`config.mk`:
```
export PLATFORM = sky130hd
export DESIGN_NAME = multicycle_control
export DESIGN_NICKNAME = d
export VERILOG_FILES = /design/src/rtl/multicycle_control.sv
export SDC_FILE = /design/constraint.sdc
export NUM_CORES = 1
export LEC_CHECK = 0
export ABC_AREA = 1
export BUFFER_PORTS_ARGS = -buffer_cell sky130_fd_sc_hd__buf_2
export CAP_MARGIN = 20
export CORE_AREA = 2 2 39 41
export DETAILED_ROUTE_END_ITERATION = 8
export DIE_AREA = 0 0 41 43
export PLACE_DENSITY = 0.73
export SETUP_SLACK_MARGIN = 0.1
export SYNTH_ARGS = -nofsm -noshare
export SYNTH_HDL_FRONTEND = slang
export SYNTH_SLANG_ARGS = --single-unit
```
`constraint.sdc`:
```
create_clock -name clk -period 2.1 [get_ports clk]
set_clock_uncertainty 0.15 [all_clocks]
set_input_delay 0.105 -clock clk [delete_from_list [all_inputs] [get_ports clk]]
set_output_delay 0.105 -clock clk [all_outputs]
set_load 0.02 [all_outputs]
```
`src/rtl/multicycle_control.sv`:
```
// Main control FSM for the multicycle MIPS datapath: sequences fetch/decode/
// execute/memory/writeback and drives every datapath enable, mux select and aluop.
module multicycle_control (
    input  logic       clk,
    input  logic       rst_n,
    input  logic [5:0] op,
    input  logic       zero,
    input  logic       mem_ready,
    output logic       pc_en,
    output logic       iord,
    output logic       mem_write,
    output logic       ir_write,
    output logic       reg_write,
    output logic       reg_dst,
    output logic       mem_to_reg,
    output logic       alu_src_a,
    output logic [1:0] alu_src_b,
    output logic [1:0] aluop,
    output logic [1:0] pc_src,
    output logic       illegal,
    output logic [3:0] state
);
    typedef enum logic [3:0] {
        FETCH   = 4'd0,  DECODE  = 4'd1,  MEMADR  = 4'd2,  MEMRD  = 4'd3,
        MEMWB   = 4'd4,  MEMWR   = 4'd5,  RTYPEEX = 4'd6,  RTYPEWB = 4'd7,
        BEQEX   = 4'd8,  ADDIEX  = 4'd9,  ADDIWB  = 4'd10, JEX    = 4'd11
    } state_t;

    localparam logic [5:0] OP_RTYPE = 6'b000000;
    localparam logic [5:0] OP_LW    = 6'b100011;
    localparam logic [5:0] OP_SW    = 6'b101011;
    localparam logic [5:0] OP_BEQ   = 6'b000100;
    localparam logic [5:0] OP_ADDI  = 6'b001000;
    localparam logic [5:0] OP_J     = 6'b000010;

    state_t state_q, state_d;
    logic   pc_write, branch;

    always_ff @(posedge clk) begin
        if (!rst_n) state_q <= FETCH;
        else        state_q <= state_d;
    end

    always_comb begin
        state_d    = FETCH;
        pc_write   = 1'b0;
        branch     = 1'b0;
        iord       = 1'b0;
        mem_write  = 1'b0;
        ir_write   = 1'b0;
        reg_write  = 1'b0;
        reg_dst    = 1'b0;
        mem_to_reg = 1'b0;
        alu_src_a  = 1'b0;
        alu_src_b  = 2'b00;
        aluop      = 2'b00;
        pc_src     = 2'b00;
        illegal    = 1'b0;

        case (state_q)
            FETCH: begin
                alu_src_b = 2'b01;
                ir_write  = mem_ready;
                pc_write  = mem_ready;
                state_d   = mem_ready ? DECODE : FETCH;
            end
            DECODE: begin
                // PC+imm<<2 is precomputed here so BEQEX can use ALU out
                alu_src_b = 2'b11;
                case (op)
                    OP_LW, OP_SW: state_d = MEMADR;
                    OP_RTYPE:     state_d = RTYPEEX;
                    OP_BEQ:       state_d = BEQEX;
                    OP_ADDI:      state_d = ADDIEX;
                    OP_J:         state_d = JEX;
                    default: begin
                        illegal = 1'b1;
                        state_d = FETCH;
                    end
                endcase
            end
            MEMADR, ADDIEX: begin
                alu_src_a = 1'b1;
                alu_src_b = 2'b10;
                if (state_q == ADDIEX) state_d = ADDIWB;
                else if (op == OP_SW)  state_d = MEMWR;
                else                   state_d = MEMRD;
            end
            MEMRD: begin
                iord    = 1'b1;
                state_d = mem_ready ? MEMWB : MEMRD;
            end
            MEMWR: begin
                iord      = 1'b1;
                mem_write = 1'b1;
                state_d   = mem_ready ? FETCH : MEMWR;
            end
            MEMWB: begin
                reg_write  = 1'b1;
                mem_to_reg = 1'b1;
            end
            RTYPEEX: begin
                alu_src_a = 1'b1;
                aluop     = 2'b10;
                state_d   = RTYPEWB;
            end
            RTYPEWB: begin
                reg_write = 1'b1;
                reg_dst   = 1'b1;
            end
            BEQEX: begin
                alu_src_a = 1'b1;
                aluop     = 2'b01;
                pc_src    = 2'b01;
                branch    = 1'b1;
            end
            ADDIWB:  reg_write = 1'b1;
            JEX: begin
                pc_src   = 2'b10;
                pc_write = 1'b1;
            end
            default: state_d = FETCH;
        endcase

        // Reset aborts in flight: suppress every strobe and select this cycle
        if (!rst_n) begin
            pc_write   = 1'b0;
            branch     = 1'b0;
            iord       = 1'b0;
            mem_write  = 1'b0;
            ir_write   = 1'b0;
            reg_write  = 1'b0;
            reg_dst    = 1'b0;
            mem_to_reg = 1'b0;
            alu_src_a  = 1'b0;
            alu_src_b  = 2'b00;
            aluop      = 2'b00;
            pc_src     = 2'b00;
            illegal    = 1'b0;
        end
    end

    assign pc_en = pc_write | (branch & zero);
    assign state = rst_n ? state_q : 4'd0;
endmodule

```
; ---- Word-level counts from Yosys, hierarchy flattened
; Index checks and enable logic that the tools add are counted.
[totals]
out_inout_bits = 19
reg_bits = 4
elab_cells = 62
inputBits = 10
[classes]
eq_ne = 16
n_bitwise = 2
n_mux = 35
n_reduce_logical = 8
[op_table]
columns = op, count
row1 = one-hot mux 4 bit (6 select lines), 1
row2 = 2-to-1 mux 1 bit, 21
row3 = one-hot mux 4 bit (5 select lines), 1
row4 = "equality test 4 x 3 -> 1 bit, second input constant", 4
row5 = "equality test 4 bit, second input constant", 4
row6 = "equality test 6 bit, second input constant", 2
row7 = 2-to-1 mux 3 bit, 3
row8 = "equality test 4 x 2 -> 1 bit, second input constant", 2
row9 = 2-to-1 mux 4 bit, 2
row10 = one-hot mux 2 bit (2 select lines), 2
row11 = "equality test 6 x 2 -> 1 bit, second input constant", 1
row12 = "equality test 6 x 3 -> 1 bit, second input constant", 1
row13 = "equality test 6 x 4 -> 1 bit, second input constant", 1
row14 = logical NOT 6 bit, 1
row15 = 2-to-1 mux 2 bit, 3
row16 = one-hot mux 2 bit (3 select lines), 1
row17 = OR reduction 2 bit, 3
row18 = OR reduction 6 bit, 1
row19 = "equality test 4 x 1 -> 1 bit, second input constant", 1
row20 = logical NOT 4 bit, 1
row21 = OR reduction 4 bit, 1
row22 = OR reduction 3 bit, 1
row23 = one-hot mux 1 bit (2 select lines), 1
row24 = AND 1 bit, 1
row25 = bitwise OR 1 bit, 1

; ---- Logic depth before layout (Yosys ltp)
; Gate-level depths: netlist of the first run.
[logic_depth]
word_depth = 5
ltp_mapped = 9
depth_no_buf = 9

; ---- Worst setup path after synthesis of the first run
; OpenSTA, ideal clock, no wires.
[synth_path]
path_kind = reg-to-output
start = register state_q[2]
end = output port reg_write
path_slack_ps = 492
n_path_buf = 0
required_ps = 1845
t_arrival_ps = 1353
path_stages_with_launch = 5
path_cell_list = dfxtp_1 nand2_1 nor3_1 nor2_1 o31ai_1
[synth_between]
elab_chain_cells = 4
word_cells_on_any_way = 6
cone_classes = 3 x eq/ne / 2 x mux / 1 x reduce/logical
[synth_rtl]
columns = element, line
row1 = from (decl), 36  ; state_t state_q, state_d;
row2 = from (signal assigned), 41  ; else state_q <= state_d;
row3 = equality test 4 x 3 -> 1 bit / equality test 4 bit (equally long branches), 60  ; case (state_q)
row4 = OR reduction 3 bit (no source line) (*), --
row5 = 2-to-1 mux 1 bit (*), 60
row6 = 2-to-1 mux 1 bit (*), 126  ; if (!rst_n) begin
row7 = to (decl), 13  ; output logic reg_write,
; Every way passes the cells marked *; elsewhere a longest branch is shown, timed or not.

; ---- Final worst setup path of the first run
[layout_path]
start = register state_q[1]
end = output port alu_src_a
[layout_between]
elab_chain_cells = 4
word_cells_on_any_way = 7
cone_classes = 4 x eq/ne / 2 x mux / 1 x reduce/logical
[layout_rtl]
columns = element, line
row1 = "equality test 4 bit, or another cell as far along", 60
row2 = OR reduction 4 bit (no source line) (*), --
row3 = 2-to-1 mux 1 bit (*), 60
row4 = 2-to-1 mux 1 bit (*), 126
row5 = to (decl), 16  ; output logic alu_src_a,
; Marked as above.

==> impl_table.tex, run 1 <==
\begin{tabular}{lr}
\hline
Metric & Value \\
\hline
\multicolumn{2}{l}{\textbf{Final layout}} \\
\quad Antenna diode count & 0 \\
\quad Final Net Count & 151 \\
\quad Fraction of layout cells with a size suffix above 1 & between 30\% and 40\% \\
\quad Registers with the most flip-flops & state\_q (4) \\
\quad Most flops, register & state\_q \\
\quad Area delta synth->final & 31.8\% \\
\quad Fillers & roughly 160 \\
\quad Flip-flop count of the largest register after layout & 4 \\
\quad Final standard cell count with taps included and fillers excluded & 155 \\
\multicolumn{2}{l}{\textbf{Synthesis}} \\
\quad Cell area after technology mapping & 574 um2 \\
\quad Yosys Warn Count & 0 \\
\quad Proportion of netlist area held by the largest area contributor & 16.3\% \\
\quad Post-Synthesis Net Count & between 100 and 150 \\
\quad Seq/Total Area, Yosys & 13.9\% \\
\quad Mean post-synth cell area & 5.32 um2 \\
\quad Leading area contributor after synthesis & nand2\_1 \\
\quad FF+latch count, synth & 4 \\
\quad Cell count after synthesis & 108 \\
\quad Largest cells by area after synthesis & nand2\_1 16\%, nor2\_1 15\%, dfxtp\_1 14\% \\
\quad Count of unique library cells instantiated by Yosys & 22 \\
\multicolumn{2}{l}{\textbf{Clock tree}} \\
\quad CTS-repair resized insts & 0 \\
\quad CTS root buf & clkbuf\_4 \\
\quad Number of buffers added to fix hold violations after cts & 0 \\
\quad CTS tree & done \\
\quad Max H-tree Level & 1 \\
\quad Clock transition time at the flip-flop clock pins of the worst setup and hold paths & 0.04 ns \\
\quad Clk\_lat worst skew & 0.23 ns \\
\quad CTS sink count & 4 \\
\quad Number of CTS-inserted buffers & 3 \\
\quad CTS Buffer Depth & 2 \\
\quad Post-CTS repair timing setup buffer count & 0 \\
\multicolumn{2}{l}{\textbf{Critical path}} \\
\quad Worst reg2reg path depth & 9 \\
\quad Crit-path cells & inv\_2 > nor2\_4 > inv\_1 > a221oi\_1 > buf\_2 \\
\quad Worst-path maximum fanout & 6 \\
\quad Kind of end point of the critical path & primary output \\
\quad Critical path class & flip-flop to primary output \\
\quad Worst reg2reg path endpoint & state\_q[1] \\
\quad Element type at the critical path start & flip-flop \\
\quad Critical path's slowest cell & dfxtp\_1 \\
\quad Reg-to-reg slack, setup & 0.70 ns \\
\quad CP Data Required Time & 1.85 ns \\
\quad Largest stage delay on the critical path & 0.45 ns \\
\quad Arrival time worst endpoint & 1.44 ns \\
\quad Source of the worst register-to-register timing path & state\_q[1] \\
\multicolumn{2}{l}{\textbf{STA}} \\
\quad Setup Total Neg Slack & 0 ns \\
\quad Transition at the pin with the smallest max-transition slack & 0.294 ns \\
\quad Tightest slew margin relative to the limit & 80.4\% \\
\quad Post-layout min period & 1.70 ns \\
\quad Setup repair after global routing missed its margin & no \\
\quad Max-slew violation count & 0 \\
\quad Number of failing hold endpoints at the final stage & 0 \\
\quad Final count of negative-setup-slack endpoints & 0 \\
\quad Period utilisation layout & 80.8\% \\
\quad Achievable frequency & around 0.59 GHz \\
\quad Min setup slack post-route & 0.403 ns \\
\multicolumn{2}{l}{\textbf{Route}} \\
\quad Avg WL per Cell & 9.34 um \\
\quad Residual antenna-violating net count after detailed routing & 0 \\
\quad Total wire length after detailed routing & 1.45 mm \\
\quad Iter 0 DRT Violations & 11 \\
\quad DRC Markers & 0 \\
\quad Ratio of routed vias to standard cells & 4.83 \\
\quad Router iterations before antenna repair & 4 \\
\quad Via total after detailed routing & 749 \\
\multicolumn{2}{l}{\textbf{Global route}} \\
\quad Grt total ovfl & 0 \\
\quad Number of antenna violations at the first check in global routing & 0 \\
\quad Global-route wire length before repair & approximately 2.4 mm \\
\quad Vias in the first global route & between 600 and 700 \\
\quad GRT Resource Usage Total & 19.6\% \\
\quad Maximum number of pins on one net before global-route repair & 11 \\
\multicolumn{2}{l}{\textbf{Status}} \\
\quad Status & finished, final reports clean \\
\multicolumn{2}{l}{\textbf{Hold path}} \\
\quad Worst min-delay path class & input port to flip-flop \\
\quad Number of cells on the worst hold path & 5 \\
\quad End point of the worst hold path & state\_q[2] \\
\quad Worst min-delay path startpoint & mem\_ready \\
\multicolumn{2}{l}{\textbf{Pwr}} \\
\quad Worst vdd rail ir drop & 220 uV \\
\quad Leakage & $\sim$0.48 nW \\
\quad Power per standard cell area & 326 mW/mm2 \\
\multicolumn{2}{l}{\textbf{Die}} \\
\quad Initial Utilization & 41.5\% \\
\quad Top-level I/O count & 29 \\
\quad Die Outline Area & 0.00176 mm2 \\
\quad Chip Width & 41 um \\
\quad Site Rows & 14 \\
\quad Die Span Y & 43 um \\
\quad Placeable Area & approximately 0.0014 mm2 \\
\multicolumn{2}{l}{\textbf{Placed design}} \\
\quad Placed Cells incl. Taps & 152 \\
\quad Estimated wirelength of the detail-placed design & around 1.2 mm \\
\quad Placer Congestion & 0.753 \\
\quad IO buf count & 28 \\
\quad Worst slack, placed & 0.662 ns \\
\multicolumn{2}{l}{\textbf{Flow run}} \\
\quad Maximum capacitance violations & 0 \\
\hline
\end{tabular}
how the worst max path moves through the flow:
stage,start,to,cells after the start
after floorplan,state_q[2],reg_write,4
after global placement,state_q[3],alu_src_a,5
after detailed placement,state_q[1],alu_src_a,5
after CTS,state_q[1],alu_src_a,5
after global routing,state_q[0],reg_write,6
final,state_q[1],alu_src_a,5
worst max-delay path, delay by kind of cell, from the launching register on:
| family | cells | cell delay [ns] |
|---|---|---|
| simple gates | 1 | 0.11 |
| flops | 1 | 0.45 |
| compound gates | 1 | 0.26 |
| buf+inv | 3 | 0.39 |
per-layer routing:
metal	up-vias	share of wire [%]	track usage [%]
met1	323	44	25.7
met3	5	5.2	0
met4	0	2.0	10.0
met2	22	49	31.3
met5	-	0	0
li1	399	-	-
Yosys cell counts:
library cell / count
o22ai_1: 1
nor2_4: 2
a21oi_1: 1
inv_2: 7
nand2_1: 25
nand3b_1: 1
nand2_4: 2
nand4_1: 1
a21boi_2: 1
nand3_2: 1
a221oi_1: 1
o31ai_1: 1
nor2_2: 1
nor3_2: 2
dfxtp_1: 4
nor2_1: 23
inv_1: 17
o211ai_1: 1
nor3_1: 3
nand2_2: 2
nand3_1: 9
o21ai_1: 2
where the power goes:
part / leakage [nW] / internal, W / switching, W
clock: 0.0138 / 0.0000638 / 0.0000303
sequential: 0.0325 / 0.0000782 / 0.00000357
combinational: 0.433 / 0.0000250 / 0.0000460
total: 0.479 / 0.000167 / 0.0000799
cells in the final DEF, fill, tap and decap left out, types with 2 or more instances in the layout:
cell type / instances
o21ai_1: 2
nor2_1: 23
nand2_4: 2
dfxtp_1: 4
inv_2: 7
nor3_1: 3
nor2_4: 2
buf_2: 28
nand2_1: 25
nand3_1: 9
inv_1: 17
nand2_2: 2
nor3_2: 2
clkbuf_4: 3
cell type report:
type                            instances  area (um2)  area share [%]
Multi-Input combinational cell         80         404            53.4
Timing Repair Buffer                   28         140            18.5
Inverter                               24        90.1            11.9
Sequential cell                         4        80.1            10.6
Clock buffer                            3        22.5            2.98
Tap cell                               16        20.0            2.64
cell families (layout without fill, tap and decap cells):
family,count (synthesis),in the layout,synth area share (%)
simple gates,72,72,60.6
buf+inv,24,55,15.7
flops,4,4,13.9
compound gates,8,8,9.80
through the flow:
step | total power, W | hold slack, ns | utilization (%) | area [um2]
floorplan | 0.000128 | 0.129 | - | 574
global placement | 0.000153 | 0.372 | 53.1 | 734
detailed placement | 0.000154 | 0.376 | 53.1 | 734
CTS | 0.000248 | 0.144 | 54.7 | 757
global route | 0.000262 | 0.169 | 54.7 | 757
finish | 0.000247 | 0.135 | 54.7 | 757
Power figures use the tool's default switching activity.
==> inputs of run 2 (changes only) <==
--- a/config.mk
+++ b/config.mk
@@ -8,10 +8,10 @@
 export ABC_AREA = 1
 export BUFFER_PORTS_ARGS = -buffer_cell sky130_fd_sc_hd__buf_2
 export CAP_MARGIN = 20
-export CORE_AREA = 2 2 39 41
+export CORE_MARGIN = 2
+export CORE_UTILIZATION = 44
 export DETAILED_ROUTE_END_ITERATION = 8
-export DIE_AREA = 0 0 41 43
-export PLACE_DENSITY = 0.73
+export PLACE_DENSITY = 0.75
 export SETUP_SLACK_MARGIN = 0.1
 export SYNTH_ARGS = -nofsm -noshare
 export SYNTH_HDL_FRONTEND = slang
==> constraint.sdc (replaced) <==
create_clock -name clk -period 1.6 [get_ports clk]
set_clock_uncertainty 0.15 [all_clocks]
set_input_delay 0.08 -clock clk [delete_from_list [all_inputs] [get_ports clk]]
set_output_delay 0.08 -clock clk [all_outputs]
set_load 0.02 [all_outputs]
==> run 2 against run 1 <==
- critical path type unchanged
- power is 43% higher
- highest routed layer unchanged
- clock power is 32% higher
- largest cell class unchanged
- global-route usage is 1.9 points higher
- sequential share of layout area is 0.40 points lower
- sequential cell count stayed put
==> impl_table.tex, run 2 (synthesis gave the netlist of run 1 again) <==
\begin{tabular}{lr}
\hline
Metric & Value \\
\hline
\multicolumn{2}{l}{\textbf{Critical path}} \\
\quad CP Data Required Time & 1.37 ns \\
\quad Element type at the critical path start & flip-flop \\
\quad Arrival time worst endpoint & 1.30 ns \\
\quad Kind of end point of the critical path & primary output \\
\quad Worst-path maximum fanout & 5 \\
\quad Largest stage delay on the critical path & 0.37 ns \\
\quad Critical path's slowest cell & dfxtp\_4 \\
\quad Family with the most delay on the worst path & flip-flops \\
\quad Crit-path cells & inv\_4 > nand2\_4 > nor3\_4 > nor2\_1 > o31ai\_1 > buf\_2 \\
\quad Critical path class & flip-flop to primary output \\
\quad Combined buffer and inverter count along the critical path & 2 \\
\multicolumn{2}{l}{\textbf{Route}} \\
\quad Router iterations before antenna repair & 5 \\
\quad Residual antenna-violating net count after detailed routing & 0 \\
\quad Via total after detailed routing & 825 \\
\quad Iter 0 DRT Violations & 12 \\
\quad DRC Markers & 0 \\
\quad Ratio of routed vias to standard cells & 5.06 \\
\quad Avg WL per Cell & 12.0 um \\
\quad Total wire length after detailed routing & between 1.5 and 2 mm \\
\multicolumn{2}{l}{\textbf{Final layout}} \\
\quad Area delta synth->final & 62.7\% \\
\quad Registers with the most flip-flops & state\_q (4) \\
\quad Antenna diode count & 0 \\
\quad Flip-flop count of the largest register after layout & 4 \\
\quad Most frequent cells in the layout & 22 x nand2\_1, 22 x nor2\_1, 22 x buf\_2 \\
\quad Final Net Count & 160 \\
\quad Most flops, register & state\_q \\
\quad End-of-flow core utilization & 74.6\% \\
\quad Fraction of layout cells with a size suffix above 1 & 49.3\% \\
\quad Final standard cell count with taps included and fillers excluded & 163 \\
\multicolumn{2}{l}{\textbf{Global route}} \\
\quad GRT Resource Usage Total & 21.5\% \\
\quad Number of antenna violations at the first check in global routing & 0 \\
\quad Global-route wire length before repair & 2.31 mm \\
\quad Maximum number of pins on one net before global-route repair & 11 \\
\quad Grt total ovfl & 0 \\
\quad Vias in the first global route & 603 \\
\multicolumn{2}{l}{\textbf{Die}} \\
\quad Initial Utilization & 45.9\% \\
\quad Site Rows & 13 \\
\quad Top-level I/O count & 29 \\
\quad Die Outline Area & around 0.0016 mm2 \\
\quad Placeable Area & approximately 0.0013 mm2 \\
\quad Die Span Y & 40.1 um \\
\quad Chip Width & 40.1 um \\
\multicolumn{2}{l}{\textbf{Clock tree}} \\
\quad CTS sink count & 4 \\
\quad CTS Buffer Depth & 2 \\
\quad Clk\_lat worst skew & about 0.23 ns \\
\quad CTS root buf & clkbuf\_4 \\
\quad Number of CTS-inserted buffers & 3 \\
\quad CTS tree & done \\
\quad Max H-tree Level & 1 \\
\quad Clock transition time at the flip-flop clock pins of the worst setup and hold paths & 0.04 ns \\
\multicolumn{2}{l}{\textbf{STA}} \\
\quad Transition at the pin with the smallest max-transition slack & 0.310 ns \\
\quad Final count of negative-setup-slack endpoints & 0 \\
\quad Period utilisation layout & a little over nine tenths \\
\quad Achievable frequency & between 0.6 and 0.7 GHz \\
\quad Setup repair after global routing missed its margin & yes \\
\quad Post-layout min period & between 1.5 and 2 ns \\
\quad Tightest slew margin relative to the limit & 79.3\% \\
\quad Max-slew violation count & 0 \\
\quad Number of failing hold endpoints at the final stage & 0 \\
\quad Min setup slack post-route & between 0.07 and 0.08 ns \\
\multicolumn{2}{l}{\textbf{Placed design}} \\
\quad Placer Congestion & 0.830 \\
\quad Placed Cells incl. Taps & 151 \\
\quad Estimated wirelength of the detail-placed design & 1.24 mm \\
\quad IO buf count & 28 \\
\quad Worst slack, placed & $\sim$0.19 ns \\
\multicolumn{2}{l}{\textbf{Pwr}} \\
\quad Overall power after layout & 0.000353 W \\
\quad P\_int & 0.000232 W \\
\quad Sequential power share & 29.2\% \\
\quad Power per standard cell area & 377 mW/mm2 \\
\quad Leakage & between 0.5 and 0.6 nW \\
\quad Power share of the clock group & 35.0\% \\
\quad Worst vdd rail ir drop & around 380 uV \\
\quad Switch share & between 30 and 40\% \\
\quad Fraction of power consumed by combinational cells & 35.8\% \\
\quad Net switching power & 0.000120 W \\
\multicolumn{2}{l}{\textbf{Flow run}} \\
\quad Maximum capacitance violations & 0 \\
\multicolumn{2}{l}{\textbf{Status}} \\
\quad Status & finished, final reports clean \\
\multicolumn{2}{l}{\textbf{Hold path}} \\
\quad Worst min-delay path class & input port to flip-flop \\
\hline
\end{tabular}
run 2: cell types whose count changed in the layout (fill, tap and decap cells not counted), sizes merged:
cell and delta:
buf +9
run 2: final timing paths:
kind / start / endpoint / slack [ns] / depth (start not counted)
worst max-delay path: state_q[1] / reg_write / 0.07 / 6
worst max register to register: state_q[2] / state_q[2] / 0.18 / 9
worst min-delay path: mem_ready / state_q[2] / 0.15 / 5
worst min register to register: state_q[2] / state_q[3] / 0.46 / 3
run 2: through the flow:
step,area [um2],hold WS [ns],setup TNS [ns]
floorplan,581,0.108,0
global placement,739,0.323,0
detailed placement,739,0.330,0
CTS,863,0.121,0
global route,935,0.184,-0.0305
finish,935,0.151,0
run 2: layout make-up:
| cell class | instances | area [um2] |
|---|---|---|
| Inverter | 24 | 95.1 |
| Fill cell | 105 | 318 |
| Multi-Input combinational cell | 80 | 464 |
| Clock buffer | 3 | 22.5 |
| Tap cell | 15 | 18.8 |
| Timing Repair Buffer | 37 | 239 |
| Sequential cell | 4 | 95.1 |
run 2: routing by layer:
layer | share of wire, % | global-route usage (%) | vias up
li1 | - | - | 419
met1 | 41 | 22.9 | 361
met2 | 50 | 39.5 | 39
met3 | 6.4 | 4.44 | 6
met4 | 3.1 | 10.3 | 0
met5 | 0 | 0 | -
run 2: power groups by stage:
stage	Combinational [W]	Clock (W)	Sequential, W
2_1_floorplan	0.0000602	0	0.000108
3_3_place_gp	0.0000931	0	0.000109
3_5_place_dp	0.0000942	0	0.000109
4_1_cts	0.000107	0.000130	0.000104
5_1_grt	0.000137	0.000135	0.000103
6_report	0.000126	0.000124	0.000103
run 2: timing repair:
item                       CTS  global route
hold buffers                 0             0
setup buffers                5             4
pin swaps                    6             7
hold endpoints to repair     0             0
setup endpoints to repair   10            10
gates resized for setup     23             9
run 2: worst reg2reg max path, stage by stage, from the launching register on:
cell and delay, ns:
dfxtp_4 0.38, inv_2 0.05, nand2_4 0.10, buf_4 0.13
nor2_4 0.04, buf_4 0.14, nand3b_1 0.08, nand3_1 0.08
nor2_1 0.12, nor2_1 0.05
==> inputs of run 3 (changes only) <==
--- a/config.mk
+++ b/config.mk
@@ -10,8 +10,10 @@
 export CAP_MARGIN = 20
 export CORE_MARGIN = 2
 export CORE_UTILIZATION = 44
+export CTS_CLUSTER_DIAMETER = 150
 export DETAILED_ROUTE_END_ITERATION = 8
 export PLACE_DENSITY = 0.75
+export REMOVE_ABC_BUFFERS = 1
 export SETUP_SLACK_MARGIN = 0.1
 export SYNTH_ARGS = -nofsm -noshare
 export SYNTH_HDL_FRONTEND = slang
==> run 3 against run 2 <==
- final cell count is 1.2% lower
- final area is 1.5% lower
- maximum frequency is 0.33% higher
- utilization is 1.1 points lower
- sequential share of layout area is 0.15 points higher
- largest power group is now the clock network
- clock power hardly changed
- sequential cell count stayed put
- power is 1.5% lower
- first-iteration DRC count is 92% higher
- worst hold slack worse by 0.015 ns
==> impl_table.tex, run 3 (synthesis gave the netlist of run 1 again) <==
\begin{tabular}{lr}
\hline
Metric & Value \\
\hline
\multicolumn{2}{l}{\textbf{Critical path}} \\
\quad Most frequent cell on the critical path & buf\_4 \\
\quad Largest stage delay on the critical path & between 0.3 and 0.4 ns \\
\quad Critical path's slowest cell & dfxtp\_4 \\
\quad Family with the most delay on the worst path & simple AND/OR/NAND/NOR gates \\
\quad Kind of end point of the critical path & primary output \\
\quad Critical path class & flip-flop to primary output \\
\quad Worst-path maximum fanout & 5 \\
\quad Element type at the critical path start & flip-flop \\
\quad Crit-path cells & buf\_4 > nor3\_4 > nand2\_1 > nor3\_2 > buf\_4 \\
\quad Arrival time worst endpoint & $\sim$1.3 ns \\
\quad CP Data Required Time & around 1.4 ns \\
\quad Combined buffer and inverter count along the critical path & 2 \\
\multicolumn{2}{l}{\textbf{Die}} \\
\quad Die Outline Area & around 0.0016 mm2 \\
\quad Top-level I/O count & 29 \\
\quad Die Span Y & 40.1 um \\
\quad Site Rows & 13 \\
\quad Placeable Area & 0.00125 mm2 \\
\quad Chip Width & 40.1 um \\
\quad Initial Utilization & 45.9\% \\
\multicolumn{2}{l}{\textbf{Clock tree}} \\
\quad CTS tree & done \\
\quad Number of buffers added to fix hold violations after cts & 0 \\
\quad CTS sink count & 4 \\
\quad CTS Buffer Depth & 2 \\
\quad Clock transition time at the flip-flop clock pins of the worst setup and hold paths & approximately 0.040 ns \\
\quad CTS root buf & clkbuf\_4 \\
\quad Number of CTS-inserted buffers & 3 \\
\quad Max H-tree Level & 1 \\
\quad Clk\_lat worst skew & 0.23 ns \\
\multicolumn{2}{l}{\textbf{Route}} \\
\quad Via total after detailed routing & between 800 and 900 \\
\quad Iter 0 DRT Violations & 23 \\
\quad Residual antenna-violating net count after detailed routing & 0 \\
\quad Ratio of routed vias to standard cells & 5.18 \\
\quad DRC Markers & 0 \\
\quad Router iterations before antenna repair & 4 \\
\quad Avg WL per Cell & 11.6 um \\
\quad Total wire length after detailed routing & 1.88 mm \\
\multicolumn{2}{l}{\textbf{Placed design}} \\
\quad Placer Congestion & a little over 0.8 \\
\quad Estimated wirelength of the detail-placed design & 1.25 mm \\
\quad IO buf count & 28 \\
\multicolumn{2}{l}{\textbf{Flow run}} \\
\quad Maximum capacitance violations & 0 \\
\multicolumn{2}{l}{\textbf{Global route}} \\
\quad Grt total ovfl & 0 \\
\quad Global-route wire length before repair & 2.59 mm \\
\quad Vias in the first global route & 626 \\
\quad Number of antenna violations at the first check in global routing & 0 \\
\quad Maximum number of pins on one net before global-route repair & 11 \\
\quad GRT Resource Usage Total & 23.9\% \\
\multicolumn{2}{l}{\textbf{STA}} \\
\quad Post-layout min period & $\sim$1.5 ns \\
\quad Achievable frequency & approximately 0.66 GHz \\
\quad Number of failing hold endpoints at the final stage & 0 \\
\quad Setup Total Neg Slack & 0 ns \\
\quad Max-slew violation count & 0 \\
\quad Final hold slack & 0.136 ns \\
\quad Transition at the pin with the smallest max-transition slack & 0.299 ns \\
\quad Period utilisation layout & between 90\% and 100\% \\
\quad Final count of negative-setup-slack endpoints & 0 \\
\quad Tightest slew margin relative to the limit & 80.0\% \\
\quad Setup repair after global routing missed its margin & yes \\
\multicolumn{2}{l}{\textbf{Pwr}} \\
\quad Worst vdd rail ir drop & 465 uV \\
\quad Power per standard cell area & about 380 mW/mm2 \\
\quad Leakage & approximately 0.54 nW \\
\multicolumn{2}{l}{\textbf{Final layout}} \\
\quad Antenna diode count & 0 \\
\quad Leading cell type in the layout, fill and taps excluded & buf\_2 \\
\quad Registers with the most flip-flops & state\_q (4) \\
\quad Most frequent cells in the layout & 24 x buf\_2, 22 x nand2\_1, 21 x nor2\_1 \\
\quad Flip-flop count of the largest register after layout & 4 \\
\quad Fillers & 111 \\
\quad Fraction of layout cells with a size suffix above 1 & between 40\% and 50\% \\
\quad Area delta synth->final & 60.3\% \\
\quad Final Net Count & approximately 160 \\
\quad Most flops, register & state\_q \\
\multicolumn{2}{l}{\textbf{Status}} \\
\quad Status & finished, final reports clean \\
\multicolumn{2}{l}{\textbf{Hold path}} \\
\quad Worst min-delay path class & input port to flip-flop \\
\hline
\end{tabular}
run 3: path summary, 6_finish.rpt:
check        slack [ns]  cells past startpoint    endpoint       start
max                0.08                      5     illegal  state_q[1]
min                0.14                      5  state_q[2]   mem_ready
max reg2reg        0.26                      9  state_q[1]  state_q[0]
min reg2reg        0.49                      3  state_q[3]  state_q[2]
run 3: through the flow:
| step | util, % | cells | cell area [um2] | power (W) | setup slack, ns |
|---|---|---|---|---|---|
| 6_report | 73.5 | 161 | 921 | 0.000347 | 0.0780 |
| 5_1_grt | 73.5 | 161 | 921 | 0.000367 | 0.00681 |
| 4_1_cts | 67.2 | 158 | 842 | 0.000338 | 0.0569 |
| 3_5_place_dp | 58.5 | 151 | 733 | 0.000203 | 0.158 |
| 3_3_place_gp | 58.5 | 151 | 733 | 0.000202 | 0.179 |
| 2_1_floorplan | - | 108 | 574 | 0.000168 | 0.0170 |
run 3: repair_timing:
item / in CTS / in global routing
gates resized for setup: 19 / 18
pin swaps: 1 / 6
endpoints found under the setup margin: 11 / 9
setup buffers: 4 / 3
run 3: layout make-up:
class | instances | area (um2) | share of cell area (%)
clock buffer | 3 | 22.5 | 2.45
tap | 15 | 18.8 | 2.04
multi-input combinational | 80 | 472 | 51.2
sequential | 4 | 95.1 | 10.3
inverter | 24 | 103 | 11.1
timing repair buffer | 35 | 210 | 22.8
run 3: per-layer routing:
layer | GRT usage, % | wire (um) | up-vias
li1 | - | - | 415
met2 | 43.1 | 982 | 45
met3 | 5.00 | 145 | 2
met1 | 28.6 | 741 | 372
met5 | 0 | 0 | -
met4 | 5.17 | 5 | 0
run 3: worst register-to-register path: cells and delay by family (launching register included):
| kind | cells | cell delay [ns] |
|---|---|---|
| buf+inv | 2 | 0.16 |
| simple gates | 7 | 0.57 |
| flops | 1 | 0.40 |
run 3: report_power, final:
part / switching, W / internal, W / leakage [nW]
Combinational: 0.0000716 / 0.0000466 / 0.490
Sequential: 0.00000643 / 0.0000977 / 0.0355
Clock: 0.0000409 / 0.0000839 / 0.0138
Total: 0.000119 / 0.000228 / 0.539
